## src/rtl/pc_stack_sequencer.sv

```systemverilog
// pc_stack_sequencer: program counter, return/data stack, interrupt enable and
// HALT state of the 16-bit MCU. Executes one 4-bit control code per ctrl_valid
// pulse. The RUN/HALTED state register drives the halted output directly, so
// the FSM state is always observable.
//
// Handshake: ctrl_valid is a one-cycle qualifier with no back-pressure (there
// is no ready). Every cycle with ctrl_valid=1 carries exactly one instruction,
// which is consumed on that rising edge. In HALTED, or when an interrupt is
// taken in the same cycle, the instruction is dropped.
module pc_stack_sequencer #(
  parameter int          DEPTH    = 16,
  parameter int          SP_W     = 5,
  parameter logic [11:0] RESET_PC = 12'h000,
  parameter logic [11:0] ISR_VEC  = 12'hFF0
) (
  input  logic            clk,
  input  logic            rst_n,
  input  logic            ctrl_valid,
  input  logic [3:0]      ctrl_code,
  input  logic [11:0]     pc_branch,
  input  logic            carry,
  input  logic            zero,
  input  logic [15:0]     a_to_stack,
  input  logic            irq,
  output logic [11:0]     pc,
  output logic [15:0]     stack_to_a,
  output logic            pop_valid,
  output logic            ie,
  output logic            halted,
  output logic            irq_ack,
  output logic [SP_W-1:0] sp,
  output logic            stk_ovf,
  output logic            stk_unf
);

  localparam int AW = $clog2(DEPTH);
  localparam logic [SP_W-1:0] SP_FULL = SP_W'(DEPTH);

  localparam logic [3:0] C_JMP    = 4'b0000;
  localparam logic [3:0] C_JSR    = 4'b0001;
  localparam logic [3:0] C_PUSHA  = 4'b0010;
  localparam logic [3:0] C_POPA   = 4'b0011;
  localparam logic [3:0] C_RET    = 4'b0100;
  localparam logic [3:0] C_SKIP_C = 4'b0101;
  localparam logic [3:0] C_SKIP_Z = 4'b0110;
  localparam logic [3:0] C_ION    = 4'b0111;
  localparam logic [3:0] C_IOF    = 4'b1000;
  localparam logic [3:0] C_HALT   = 4'b1001;

  typedef enum logic {RUN = 1'b0, HALTED = 1'b1} state_t;

  state_t            state_q, state_d;
  logic [11:0]       pc_q, pc_d;
  logic              ie_q, ie_d;
  logic              irq_ack_q, irq_ack_d;
  logic              pop_valid_q, popa_d;
  logic [15:0]       stack_to_a_q;
  logic [SP_W-1:0]   sp_q;
  logic              ovf_q, unf_q;
  logic              push_d, pop_d;
  logic [15:0]       push_data_d;
  logic [15:0]       mem [DEPTH];

  logic              full, empty, take_irq;
  logic [AW-1:0]     wr_idx, rd_idx;
  logic [15:0]       rd_data;
  logic [11:0]       pc_inc1, pc_inc2;

  assign full     = (sp_q == SP_FULL);
  assign empty    = (sp_q == '0);
  // sp==DEPTH wraps wr_idx to 0, but a full push never writes, and
  // rd_idx = sp-1 is correct for every non-empty sp.
  assign wr_idx   = sp_q[AW-1:0];
  assign rd_idx   = sp_q[AW-1:0] - AW'(1);
  assign rd_data  = mem[rd_idx];
  assign take_irq = ie_q && irq;
  assign pc_inc1  = pc_q + 12'd1;
  assign pc_inc2  = pc_q + 12'd2;

  // Next-state decode: an interrupt beats any instruction; otherwise execute in RUN.
  always_comb begin
    state_d     = state_q;
    pc_d        = pc_q;
    ie_d        = ie_q;
    irq_ack_d   = 1'b0;
    popa_d      = 1'b0;
    push_d      = 1'b0;
    pop_d       = 1'b0;
    push_data_d = 16'h0000;
    if (take_irq) begin
      // The return address is the current pc, so the dropped instruction reruns.
      push_d      = 1'b1;
      push_data_d = {4'h0, pc_q};
      pc_d        = ISR_VEC;
      ie_d        = 1'b0;
      irq_ack_d   = 1'b1;
      state_d     = RUN;
    end else if (state_q == RUN && ctrl_valid) begin
      unique case (ctrl_code)
        C_JMP:    pc_d = pc_branch;
        C_JSR: begin
          push_d      = 1'b1;
          push_data_d = {4'h0, pc_inc1};
          pc_d        = pc_branch;
        end
        C_PUSHA: begin
          push_d      = 1'b1;
          push_data_d = a_to_stack;
          pc_d        = pc_inc1;
        end
        C_POPA: begin
          pop_d  = 1'b1;
          popa_d = 1'b1;
          pc_d   = pc_inc1;
        end
        C_RET: begin
          pop_d = 1'b1;
          pc_d  = empty ? pc_inc1 : rd_data[11:0];
        end
        C_SKIP_C: pc_d = carry ? pc_inc2 : pc_inc1;
        C_SKIP_Z: pc_d = zero  ? pc_inc2 : pc_inc1;
        C_ION: begin
          ie_d = 1'b1;
          pc_d = pc_inc1;
        end
        C_IOF: begin
          ie_d = 1'b0;
          pc_d = pc_inc1;
        end
        C_HALT: begin
          pc_d    = pc_inc1;
          state_d = HALTED;
        end
        default:  pc_d = pc_inc1;
      endcase
    end
  end

  // Control registers, stack pointer and sticky error flags.
  always_ff @(posedge clk or negedge rst_n) begin
    if (!rst_n) begin
      state_q      <= RUN;
      pc_q         <= RESET_PC;
      ie_q         <= 1'b0;
      irq_ack_q    <= 1'b0;
      pop_valid_q  <= 1'b0;
      stack_to_a_q <= 16'h0000;
      sp_q         <= '0;
      ovf_q        <= 1'b0;
      unf_q        <= 1'b0;
    end else begin
      state_q     <= state_d;
      pc_q        <= pc_d;
      ie_q        <= ie_d;
      irq_ack_q   <= irq_ack_d;
      pop_valid_q <= popa_d;
      if (push_d) begin
        if (full) ovf_q <= 1'b1;
        else      sp_q  <= sp_q + SP_W'(1);
      end else if (pop_d) begin
        if (empty) unf_q <= 1'b1;
        else       sp_q  <= sp_q - SP_W'(1);
      end
      if (popa_d && !empty) stack_to_a_q <= rd_data;
    end
  end

  // Stack storage: contents are not reset, only sp is.
  always_ff @(posedge clk) begin
    if (push_d && !full) mem[wr_idx] <= push_data_d;
  end

  assign pc         = pc_q;
  assign stack_to_a = stack_to_a_q;
  assign pop_valid  = pop_valid_q;
  assign ie         = ie_q;
  assign halted     = (state_q == HALTED);
  assign irq_ack    = irq_ack_q;
  assign sp         = sp_q;
  assign stk_ovf    = ovf_q;
  assign stk_unf    = unf_q;

endmodule

```

## config.mk

```make
export PLATFORM = sky130hd
export DESIGN_NAME = pc_stack_sequencer
export DESIGN_NICKNAME = d
export VERILOG_FILES = /design/src/rtl/pc_stack_sequencer.sv
export SDC_FILE = /design/constraint.sdc
export NUM_CORES = 1
export LEC_CHECK = 0
export ABC_CLOCK_PERIOD_IN_PS = 3700
export BUFFER_PORTS_ARGS = -buffer_cell sky130_fd_sc_hd__buf_2
export CAP_MARGIN = 20
export CORE_MARGIN = 2
export CORE_UTILIZATION = 55
export DETAILED_ROUTE_END_ITERATION = 12
export PLACE_DENSITY = 0.73
export SYNTH_ARGS = -nofsm -noshare
export SYNTH_HDL_FRONTEND = slang
export SYNTH_SLANG_ARGS = --single-unit
```

## constraint.sdc

```tcl
create_clock -name clk -period 3.7 [get_ports clk]
set_input_delay 0.37 -clock clk [delete_from_list [all_inputs] [get_ports clk]]
set_output_delay 0.37 -clock clk [all_outputs]
set_load 0.03 [all_outputs]
```

# Word level (Yosys, flattened, before mapping)
# Memories as Yosys holds them, arrays and structs flattened.
# Index checks and enable logic that the tools add are counted.
[totals] ram_bits=256 memories=1 wordCells=80 out_inout_bits=39 ff_bits=39
[classes] n_reduce_logical=20 eq_ne=12 addsub=5 n_mux=31 bitwise_logic=2
[mem_list] name="mem" words=16 word_bits=16 read_ports=1 rd_ports_with_merged_regs=0 write_ports=1 line="62" text="logic [15:0] mem [DEPTH];"
[ops] cell="$mux 12" count=5
[ops] cell="$pmux 12 s4" count=1
[ops] cell="$mux 16" count=2
[ops] cell="$pmux 16 s2" count=1
[ops] cell="$mux 5" count=4
[ops] cell="$mux 1" count=17
[ops] cell="$eq 4x3->1 const B" count=4
[ops] cell="$add 12x1->12 const B" count=1
[ops] cell="$add 12x2->12 const B" count=1
[ops] cell="$eq 4x2->1 const B" count=2
[ops] cell="$eq 4x4->1 const B" count=2
[ops] cell="$reduce_and 2->1" count=3
[ops] cell="$reduce_and 3->1" count=2
[ops] cell="$reduce_bool 2->1" count=3
[ops] cell="$reduce_or 2->1" count=3
[ops] cell="$add 5x1->5 const B" count=1
[ops] cell="$eq 5x5->1 const B" count=1
[ops] cell="$logic_not 5->1" count=1
[ops] cell="$sub 5x1->5 const B" count=1
[ops] cell="$eq 4x1->1 const B" count=1
[ops] cell="$logic_and 1x1->1" count=4
[ops] cell="$logic_not 4->1" count=1
[ops] cell="$ne 2x2->1 const B" count=2
[ops] cell="$sub 4x1->4 const B" count=1
[ops] cell="other kinds (4)" count=6

# Longest topological paths before layout
# Gate-level depths: netlist (run 1).
[logic_depth] depth_word=8 ltp_mapped=12 ltp_nobuf=9

# Worst setup path before layout (run 1)
# OpenSTA, ideal clock, no wires.
[synth_path] path_kind="flip-flop to flip-flop" startpoint="reg sp_q[0] (netlist: sp[0])" endpoint="mem mem[0][0] (enable)" arrival_ns=2.791 period_less_slack_ns=3.179 required_time_ns=3.312 stages_incl_launch_ff=8 path_slack_ns=0.521 path_cell_list="dfrtp_1 -> buf_2 -> buf_4 -> clkinv_1 -> ha_1 -> or4b_2 -> clkbuf_1 -> nor2_1"
[synth_via] elab_chain_len=5
[synth_rtl] element="start, declared" line="58" text="logic [SP_W-1:0] sp_q;"
[synth_rtl] element="start signal, assigned" line="159" text="else sp_q <= sp_q + SP_W'(1);"
[synth_rtl] element="start signal, assigned" line="162" text="else sp_q <= sp_q - SP_W'(1);"
[synth_rtl] element="$eq 5x5->1" line="69" text="assign full = (sp_q == SP_FULL);"
[synth_rtl] element="$logic_not 1->1" line="170" text="if (push_d && !full) mem[wr_idx] <= push_data_d;"
[synth_rtl] element="$logic_and 1x1->1" line="170"
[synth_rtl] element="$mux 1" line="170"
[synth_rtl] element="$mux 1 (implied by the code)" line="170"
[synth_rtl] element="end, declared" line="62"
# Several ways; a longest one is shown, not always the timed one.

# Worst setup path after layout (run 1)
[layout_path] startpoint="reg sp_q[0] (netlist: sp[0])" endpoint="reg pc_q[4] (netlist: pc[4])"
[layout_via] elab_chain_len=6
[layout_rtl] element="$sub 4x1->4" line="74" text="assign rd_idx = sp_q[AW-1:0] - AW'(1);"
[layout_rtl] element="net rd_idx[0]" line="65" text="logic [AW-1:0] wr_idx, rd_idx;"
[layout_rtl] element="$mem_v2 16x16"
[layout_rtl] element="$mux 12" line="118" text="pc_d = empty ? pc_inc1 : rd_data[11:0];"
[layout_rtl] element="$pmux 12 s4" line="99" text="unique case (ctrl_code)"
[layout_rtl] element="$mux 12" line="98" text="end else if (state_q == RUN && ctrl_valid) begin"
[layout_rtl] element="$mux 12" line="90" text="if (take_irq) begin"
[layout_rtl] element="end signal, assigned" line="153" text="pc_q <= pc_d;"
[layout_rtl] element="end, declared" line="53" text="logic [11:0] pc_q, pc_d;"
# The timed path passes the listed nets, and every way through them passes these cells. The select of a mux whose other input is x is not followed.
# A chain may end at the register's enable or synchronous reset.

==> results of run 1 <==
==> final cells by class <==
cell class              instances  area, um2  share of cell area
clock inverters                20        191              0.0129
well taps                     319        399              0.0269
multi-input cells             510       4080               0.275
clock buffers                  32        716              0.0483
flip-flops and latches        295       8670               0.585
inverters                       6       22.5             0.00152
repair buffers                124        756              0.0510
==> power by group through the flow <==
| stage | Sequential (mW) | Clock, mW | Combinational, mW |
|---|---|---|---|
| after floorplan | 4.40 | 0 | 3.15 |
| after global placement | 4.26 | 0 | 4.65 |
| after detailed placement | 4.26 | 0 | 4.69 |
| after CTS | 4.19 | 2.86 | 4.71 |
| after global routing | 4.24 | 3.00 | 5.06 |
| final | 4.21 | 2.82 | 4.72 |
==> metrics by stage <==
stage                     setup slack [ns]  instances  cell area [um2]   util
after floorplan                      0.521        865            13000      -
after global routing                 0.507       1306            14800  0.635
after global placement               0.753       1253            13900  0.596
after detailed placement             0.687       1253            13900  0.596
final                                0.632       1306            14800  0.635
after CTS                            0.650       1306            14800  0.635
==> critical path, cell delays in order, from the launching register on <==
cell	delay [ns]
dfrtp_4	0.52
clkinv_1	0.28
ha_1	0.39
xor2_4	0.27
buf_4	0.29
mux2_2	0.36
a221oi_1	0.29
a32o_1	0.27
o221ai_1	0.14
o21a_1	0.13
==> per-layer routing <==
layer,routed length [um],track usage,vias up
met5,0,0,-
met4,962,0.0883,0
met3,2550,0.0337,59
met2,15400,0.429,372
met1,13500,0.387,4137
li1,-,-,3577
==> Yosys cell counts, drive strengths merged (4+ instances only) <==
| cell type | count | area (um2) |
|---|---|---|
| nand4 | 10 | 62.6 |
| edfxtp | 256 | 7690 |
| o21a | 5 | 37.5 |
| o21ai | 45 | 225 |
| a221oi | 7 | 61.3 |
| mux2 | 9 | 101 |
| nand3 | 17 | 85.1 |
| a21o | 4 | 30.0 |
| nand2 | 113 | 424 |
| xnor2 | 18 | 158 |
| nor3b | 6 | 45.0 |
| a31oi | 10 | 62.6 |
| nor3 | 10 | 55.1 |
| and4 | 4 | 35.0 |
| a22oi | 5 | 37.5 |
| and4b | 4 | 40.0 |
| a21oi | 48 | 248 |
| buf | 24 | 139 |
| o221ai | 5 | 43.8 |
| inv | 5 | 18.8 |
| and2 | 7 | 43.8 |
| dfrtp | 39 | 976 |
| nand2b | 4 | 25.0 |
| clkbuf | 30 | 114 |
| and3 | 12 | 75.1 |
| mux2i | 20 | 200 |
| xor2 | 8 | 88.8 |
| nor4b | 5 | 71.3 |
| mux4 | 54 | 1230 |
| ha | 8 | 100 |
| nor2 | 36 | 135 |
==> what timing repair did <==
action,4_1_cts,5_1_grt
resized for setup,0,0
hold buffers,1,0
hold endpoints to repair,29,0
==> final timing paths <==
check                      depth (start not counted)                          to
max                                                9           pc[4]$_DFFE_PN0P_
min                                                3              ie$_DFFE_PN0P_
max reg2reg                                        9           pc[4]$_DFFE_PN0P_
min reg2reg                                        1         stk_ovf$_DFFE_PN0P_
max in group asynchronous                          2           sp[0]$_DFFE_PN0P_
min in group asynchronous                          2  stack_to_a[14]$_DFFE_PN0P_
==> cells by family after synthesis <==
kind of cell               count (synthesis)  share of synthesized area
xor gates and xnor gates                  26                     0.0190
buffers and inverters                     60                     0.0212
DFF                                      295                      0.668
adders and majority gates                  8                    0.00772
and+or+nand+nor                          239                     0.0911
muxes                                     83                      0.118
AOI/OAI and AO/OA                        154                     0.0747
==> state kept, by name, indices dropped and copies added, names as in the netlist <==
name	cells
ie	1
stack_to_a	16
mem	256
stk_ovf	1
pop_valid	1
irq_ack	1
stk_unf	1
sp	5
pc	12
halted	1
==> impl_metrics.json, run 1 <==
{
  "syn_avg_cell_area_um2": 15.0,
  "status": "finished clean",
  "grt_pass1_wl_um": 48600,
  "drv_slew": 0,
  "start_kind": "register",
  "fin_crit_ns": 3.07,
  "initial_core_util": 0.556,
  "wl_per_cell_um": 24.8,
  "drt_iter0_drc": 884,
  "power_frac_seq": 0.358,
  "p_sw_mw": 4.44,
  "rows": 56,
  "max-clock-path-buffers": 3,
  "end_kind": "register",
  "vdd_drop_max_v": 0.000526,
  "yosys_register_bits": 295,
  "cp-startpoint": "sp[0]$_DFFE_PN0P_",
  "rsz0062_at_grt": "false",
  "cts_tree": "yes",
  "via_per_inst": 6.24,
  "fmax_mhz": 326,
  "finClkSkew_ns": 0.0127,
  "crit_required_ns": 4.13,
  "postSynth.asyncResetShare": 0.132,
  "critPathArrivalTime_ns": 3.49,
  "hold_violations": 0,
  "post-route-drc-count": 0,
  "hold_slack_ns": 0.130,
  "vias": 8145,
  "htreeDepth": 1,
  "final_cell_mix": "256 x edfxtp_1, 113 x nand2_1, 76 x buf_2",
  "grt_use_total": 0.268,
  "syn_nets": 911,
  "hp-class": "input pin to register",
  "syn_inst": 865,
  "setup.worst_path.class": "register to register",
  "yosys_warnings": 0,
  "swShare": 0.378,
  "cts_inserted_buffers": 28,
  "ys_types": 67,
  "io_pins": 77,
  "grt_start_max_net_pins": 40,
  "cp_max_fo": 13,
  "fin_nets": 1011,
  "antenna_left": 0,
  "coreArea_mm2": 0.0233,
  "antenna_found_initial": 0,
  "comb_power_share": 0.402,
  "grt_pass1_vias": 7803,
  "cts_setup_buffers": 0,
  "cts.clk_slew.worst_paths_ns": 0.07,
  "synth-edff-count": 256,
  "worst_pin_slew_ns": 0.972,
  "power_density_mw_per_mm2": 792,
  "io_buffers": 76,
  "place_congestion": 0.959,
  "synth_ff_type": "edfxtp_1",
  "r2r_start": "sp[0]$_DFFE_PN0P_",
  "mostFrequentLayoutCell": "edfxtp_1",
  "root_buffer": "clkbuf_16",
  "intPower_mw": 7.30,
  "drive_above_1_share": 0.246,
  "die_h_um": 158,
  "area.growth.synth_to_final_pct": 14.3,
  "drt-total-wl_um": 32400,
  "dieArea_mm2": 0.0248,
  "leakage_nw": 5.27,
  "min-delay-start": "irq",
  "power_mw": 11.7,
  "cts_sinks": 295,
  "n_antenna_cell": 0,
  "p_clk_frac": 0.240,
  "fillers": 1721,
  "ys_seq_area_frac": 0.668,
  "cap_violations": 0,
  "reg2reg_slack_ns": 0.63,
  "period_share": 0.829,
  "clock_latency_ns": 0.55,
  "tns_ns": 0,
  "dr.pass1.iters": 5,
  "syn_area_mm2": 0.0130,
  "die_width_um": 158,
  "relSlewSlack": 0.352,
  "overflow": 0,
  "report.final.setup_viol": 0,
  "dp_hpwl_um": 20100
}
Power figures use the tool's default switching activity.
==> inputs of run 2 (changes only) <==
ABC_AREA = 1   (was unset)
ABC_CLOCK_PERIOD_IN_PS = 3100   (was 3700)
clock period = 3.1 ns   (was 3.7 ns; I/O delays follow)
==> run 2 against run 1 <==
Net effect: count of clock-buffer cells in the layout is 6 higher; hold slack got worse by 0.045 ns; via count is 25% higher; largest power group is now sequential cells; design area up 2.1%; die area is 1.9% higher; critical path type unchanged; critical path depth grew 3; global-route usage grew 2.0 points; maximum frequency rose by 16%; clock skew grew 0.0072 ns; register-to-register slack got worse by 0.17 ns.
==> impl_metrics.json, run 2 <==
{
  "syn_area_mm2": 0.0132,
  "r2r_cells": 12,
  "yosys_register_bits": 295,
  "area.growth.synth_to_final_pct": 14.5,
  "end_kind": "register",
  "drt-total-wl_um": 36700,
  "die_h_um": 159,
  "cap_violations": 0,
  "grt_use_total": 0.287,
  "mostFrequentLayoutCell": "nand2_1",
  "final_cell_mix": "381 x nand2_1, 256 x edfxtp_1, 201 x nand3_1",
  "antenna_found_initial": 0,
  "die_width_um": 159,
  "vias": 10144,
  "fin_crit_ns": 2.64,
  "wl_per_cell_um": 21.2,
  "hold_violations": 0,
  "synth-compound-area-share": 0.0661,
  "io_pins": 77,
  "yosys_warnings": 0,
  "post_cts_resized": 0,
  "via_per_inst": 5.86,
  "hp-class": "input pin to register",
  "cts_inserted_buffers": 30,
  "htreeDepth": 1,
  "dr.pass1.iters": 8,
  "grt_start_max_net_pins": 81,
  "drv_slew": 0,
  "ys_seq_area_frac": 0.655,
  "report.final.setup_viol": 0,
  "power_density_mw_per_mm2": 517,
  "min-delay-start": "ctrl_code[2]",
  "synth_top_cell_area_share": 0.581,
  "leakage_nw": 5.64,
  "start_kind": "register",
  "crit_required_ns": 3.54,
  "n_antenna_cell": 0,
  "io_buffers": 76,
  "worst_pin_slew_ns": 1.14,
  "synth_top_family_by_area": "simple AND/OR/NAND/NOR gates",
  "syn_inst": 1289,
  "reg2reg_to": "pc[3]$_DFFE_PN0P_",
  "synthAdderAreaFrac": 0.00757,
  "synthXorXnorAreaFrac": 0.0114,
  "synth_common_cells": "381 x nand2_1, 256 x edfxtp_1, 201 x nand3_1",
  "antenna_left": 0,
  "place_congestion": 0.967,
  "r2r_start": "sp[1]$_DFFE_PN0P_",
  "root_buffer": "clkbuf_16",
  "setup.worst_path.class": "register to register",
  "grt_pass1_vias": 9777,
  "synth-simple-area-share": 0.220,
  "syn_avg_cell_area_um2": 10.3,
  "cp_max_fo": 40,
  "fin_nets": 1434,
  "synth-edff-count": 256,
  "rows": 56,
  "synth.largest_area_cell": "edfxtp_1",
  "cts_tree": "yes",
  "ys_types": 37,
  "fmax_mhz": 379,
  "cts_setup_buffers": 0,
  "max-clock-path-buffers": 3,
  "dp_hpwl_um": 23300,
  "setup_ws_ns": 0.463,
  "period_share": 0.851,
  "ctsHoldBuffers": 1,
  "dieArea_mm2": 0.0253,
  "largest_reg_flops": 256,
  "overflow": 0,
  "tns_ns": 0,
  "muxShareOfSynthArea": 0,
  "synthMostInstantiatedCell": "nand2_1",
  "cts.clk_slew.worst_paths_ns": 0.06,
  "reg2reg_slack_ns": 0.46,
  "hold_path_end": "halted$_DFFE_PN0P_",
  "synth_ff_type": "edfxtp_1",
  "syn_nets": 1335,
  "finClkSkew_ns": 0.0199,
  "cts_sinks": 295,
  "grt_pass1_wl_um": 56500,
  "clock_latency_ns": 0.55,
  "relSlewSlack": 0.239,
  "coreArea_mm2": 0.0235,
  "drive_above_1_share": 0.146,
  "yosys-top-cells-area": "edfxtp_1 58%, nand2_1 11%, nand3_1 7.6%",
  "min_path_cells": 4,
  "rsz0062_at_grt": "false",
  "place_ws_ns": 0.553,
  "vdd_drop_max_v": 0.000527,
  "drt_iter0_drc": 1364,
  "postSynth.asyncResetShare": 0.132,
  "initial_core_util": 0.562,
  "post-route-drc-count": 0,
  "max_flop_register": "mem",
  "critPathArrivalTime_ns": 3.08,
  "status": "finished clean"
}
==> run 2: worst max path at each step <==
stage	slack [ns]	cells past startpoint	endpoint	from
floorplan	-0.17	9	mem[4][0]$_DFFE_PP_	sp[0]$_DFFE_PN0P_
global placement	0.65	12	pc[11]$_DFFE_PN0P_	sp[1]$_DFFE_PN0P_
detailed placement	0.55	12	pc[3]$_DFFE_PN0P_	sp[1]$_DFFE_PN0P_
CTS	0.55	12	pc[3]$_DFFE_PN0P_	sp[1]$_DFFE_PN0P_
global route	0.31	12	pc[3]$_DFFE_PN0P_	sp[1]$_DFFE_PN0P_
finish	0.46	12	pc[3]$_DFFE_PN0P_	sp[1]$_DFFE_PN0P_
==> run 2: logic make-up (layout without fill, tap and decap cells) <==
group           after synthesis  count (layout)
simple gates                691             691
buf+inv                     123             246
xor+xnor                     12              12
flops                       295             295
compound gates              160             160
fa+ha+maj                     8               8
==> run 2: where the power goes <==
group	switching, mW	leakage, nW	total (mW)	internal [mW]
Sequential	0	2.29	4.26	4.26
Combinational	0.0654	2.89	0.102	0.0362
Clock	1.47	0.456	3.47	1.99
Total	1.54	5.64	7.83	6.29
==> run 2: final cells by class <==
type	instances	area [um2]
clock buffers	38	802
clock inverters	18	146
fillers	1891	8400
inverters	57	216
multi-input cells	871	4080
flip-flops and latches	295	8670
well taps	319	399
repair buffers	133	830
==> run 2: routing by layer <==
metal  vias to the layer above  part of all wire  global-route usage
met5                         -                 0                   0
met4                         0             0.039               0.112
met3                        99             0.090              0.0690
met2                       493              0.48               0.455
met1                      4886              0.40               0.388
li1                       4666                 -                   -
==> run 2: through the flow <==
step                cells   util  hold slack [ns]  area, um2  total power, mW
detailed placement   1672  0.601            0.445      14200             4.44
global placement     1672  0.601            0.438      14200             4.44
CTS                  1729  0.642           0.0670      15100             7.87
finish               1731  0.643           0.0856      15100             7.83
global route         1731  0.643            0.105      15100             8.03
floorplan            1289      -           0.0144      13200             4.38
==> run 2: worst max-delay path, stage by stage, from the launching register on <==
cell	delay, ns
dfrtp_1	0.42
inv_1	0.18
ha_2	0.42
buf_4	0.45
nand3_1	0.30
nand3_1	0.16
nand3_1	0.12
nand2_1	0.17
nand2_1	0.06
nand2_1	0.07
nand2_1	0.05
nand2_1	0.05
nand2_1	0.05
==> inputs of run 3 (changes only) <==
ABC_CLOCK_PERIOD_IN_PS = 3400   (was 3100)
CORE_UTILIZATION = 35   (was 55)
PLACE_DENSITY = 0.51   (was 0.73)
clock period = 3.4 ns   (was 3.1 ns; I/O delays follow)
==> run 3 against run 2 <==
Net effect: non-clock buffer count is 5 lower; via count is 3.6% lower; maximum frequency is 1.6% higher; cell count is 11% higher; sequential cell count stayed put; register-to-register slack better by 0.34 ns; critical endpoint is now stack_to_a[3]$_DFFE_PN0P_.
==> impl_metrics.json, run 3 (synthesis results as in run 2) <==
{
  "status": "finished clean",
  "leakage_nw": 5.70,
  "root_buffer": "clkbuf_16",
  "rows": 71,
  "cpPeakStageDelay_ns": 0.44,
  "critPathArrivalTime_ns": 3.00,
  "grt_pass1_vias": 9542,
  "vias": 9778,
  "setup.worst_path.class": "register to register",
  "finClkSkew_ns": 0.0166,
  "rsz0062_at_grt": "false",
  "antenna_left": 0,
  "cap_violations": 0,
  "cts_tree": "yes",
  "wl_per_cell_um": 20.2,
  "r2r_cells": 10,
  "cts.clk_slew.worst_paths_ns": 0.06,
  "r2r_start": "sp[1]$_DFFE_PN0P_",
  "max_flop_register": "mem",
  "hold_violations": 0,
  "io_pins": 77,
  "coreArea_mm2": 0.0374,
  "grt_pass1_wl_um": 59000,
  "fin_nets": 1434,
  "die_width_um": 198,
  "hp-class": "input pin to register",
  "tns_ns": 0,
  "area.growth.synth_to_final_pct": 17.4,
  "drt-total-wl_um": 38900,
  "dp.cells": 1860,
  "place_congestion": 0.910,
  "report.final.setup_viol": 0,
  "overflow": 0,
  "power_density_mw_per_mm2": 485,
  "n_antenna_cell": 0,
  "drv_slew": 0,
  "start_kind": "register",
  "post_cts_resized": 0,
  "setup_ws_ns": 0.804,
  "htreeDepth": 2,
  "drive_above_1_share": 0.143,
  "cts_sinks": 295,
  "design_area_mm2": 0.0155,
  "min_path_cells": 4,
  "die_h_um": 198,
  "cts_setup_buffers": 0,
  "dr.pass1.iters": 7,
  "worst_pin_slew_ns": 1.08,
  "largest_reg_flops": 256,
  "mostFrequentLayoutCell": "nand2_1",
  "post-route-drc-count": 0,
  "postPlaceCellArea_mm2": 0.0144,
  "crit_chain": "inv_1 -> ha_2 -> nand2_1 -> nor2_2 -> buf_4 -> inv_1 -> nand2_2 -> buf_4 -> nand2_1 -> o21ai_0",
  "antenna_found_initial": 0,
  "reg2reg_slack_ns": 0.80,
  "relSlewSlack": 0.278,
  "period_share": 0.764,
  "grt_use_total": 0.201,
  "critPathSlowestCell": "dfrtp_1",
  "crit_required_ns": 3.80,
  "grt_start_max_net_pins": 135,
  "fin_crit_ns": 2.60,
  "clock_latency_ns": 0.52,
  "via_per_inst": 5.08,
  "dp_hpwl_um": 24500,
  "hold_path_end": "halted$_DFFE_PN0P_",
  "fmax_mhz": 385,
  "max-clock-path-buffers": 3,
  "io_buffers": 76,
  "vdd_drop_max_v": 0.000279,
  "initial_core_util": 0.354,
  "ctsHoldBuffers": 0,
  "place_ws_ns": 0.753,
  "cp_max_fo": 24,
  "end_kind": "register",
  "reg2reg_to": "stack_to_a[3]$_DFFE_PN0P_",
  "min-delay-start": "ctrl_code[2]",
  "drt_iter0_drc": 773,
  "cts_inserted_buffers": 35,
  "dieArea_mm2": 0.0393,
  "final_cell_mix": "381 x nand2_1, 256 x edfxtp_1, 201 x nand3_1",
  "stdcell_count": 1925
}
## run 3: worst max path at each step
stage                           start                        end  depth (start not counted)
finish              sp[1]$_DFFE_PN0P_  stack_to_a[3]$_DFFE_PN0P_                         10
global route        sp[1]$_DFFE_PN0P_  stack_to_a[3]$_DFFE_PN0P_                         10
CTS                 sp[1]$_DFFE_PN0P_  stack_to_a[3]$_DFFE_PN0P_                         10
detailed placement  sp[1]$_DFFE_PN0P_  stack_to_a[3]$_DFFE_PN0P_                         10
global placement    sp[2]$_DFFE_PN0P_  stack_to_a[3]$_DFFE_PN0P_                          8
floorplan           sp[0]$_DFFE_PN0P_        mem[4][0]$_DFFE_PP_                          9
## run 3: critical path: cells and delay by family, from the launching register on
family          cells  cell delay (ns)
buf+inv             4             1.11
flops               1             0.44
fa+ha+maj           1             0.23
simple gates        4             0.57
compound gates      1             0.13
## run 3: per-stage QoR
step	power (mW)	hold WS, ns	utilization
global route	7.76	0.207	0.415
floorplan	4.00	0.0444	-
global placement	4.05	0.440	0.386
finish	7.53	0.193	0.415
detailed placement	4.05	0.449	0.386
CTS	7.60	0.0254	0.414
## run 3: cell type report
class / instances / area [um2]
multi-input combinational: 871 / 4090
timing repair buffer: 128 / 836
clock buffer: 51 / 957
tap: 511 / 639
sequential: 295 / 8670
clock inverter: 12 / 123
inverter: 57 / 216
fill: 3615 / 21900
## run 3: layer usage
| layer | global-route usage | share of wire | wire (um) | vias to the layer above |
|---|---|---|---|---|
| met1 | 0.273 | 0.45 | 17500 | 4850 |
| met4 | 0.0524 | 0.019 | 753 | 0 |
| met5 | 0 | 0 | 0 | - |
| li1 | - | - | - | 4674 |
| met2 | 0.341 | 0.49 | 19200 | 203 |
| met3 | 0.0257 | 0.039 | 1500 | 51 |
## run 3: report_power, final
group	total (mW)	internal [mW]	switching, mW
Clock	3.55	2.11	1.43
Combinational	0.0969	0.0347	0.0623
Sequential	3.88	3.88	0
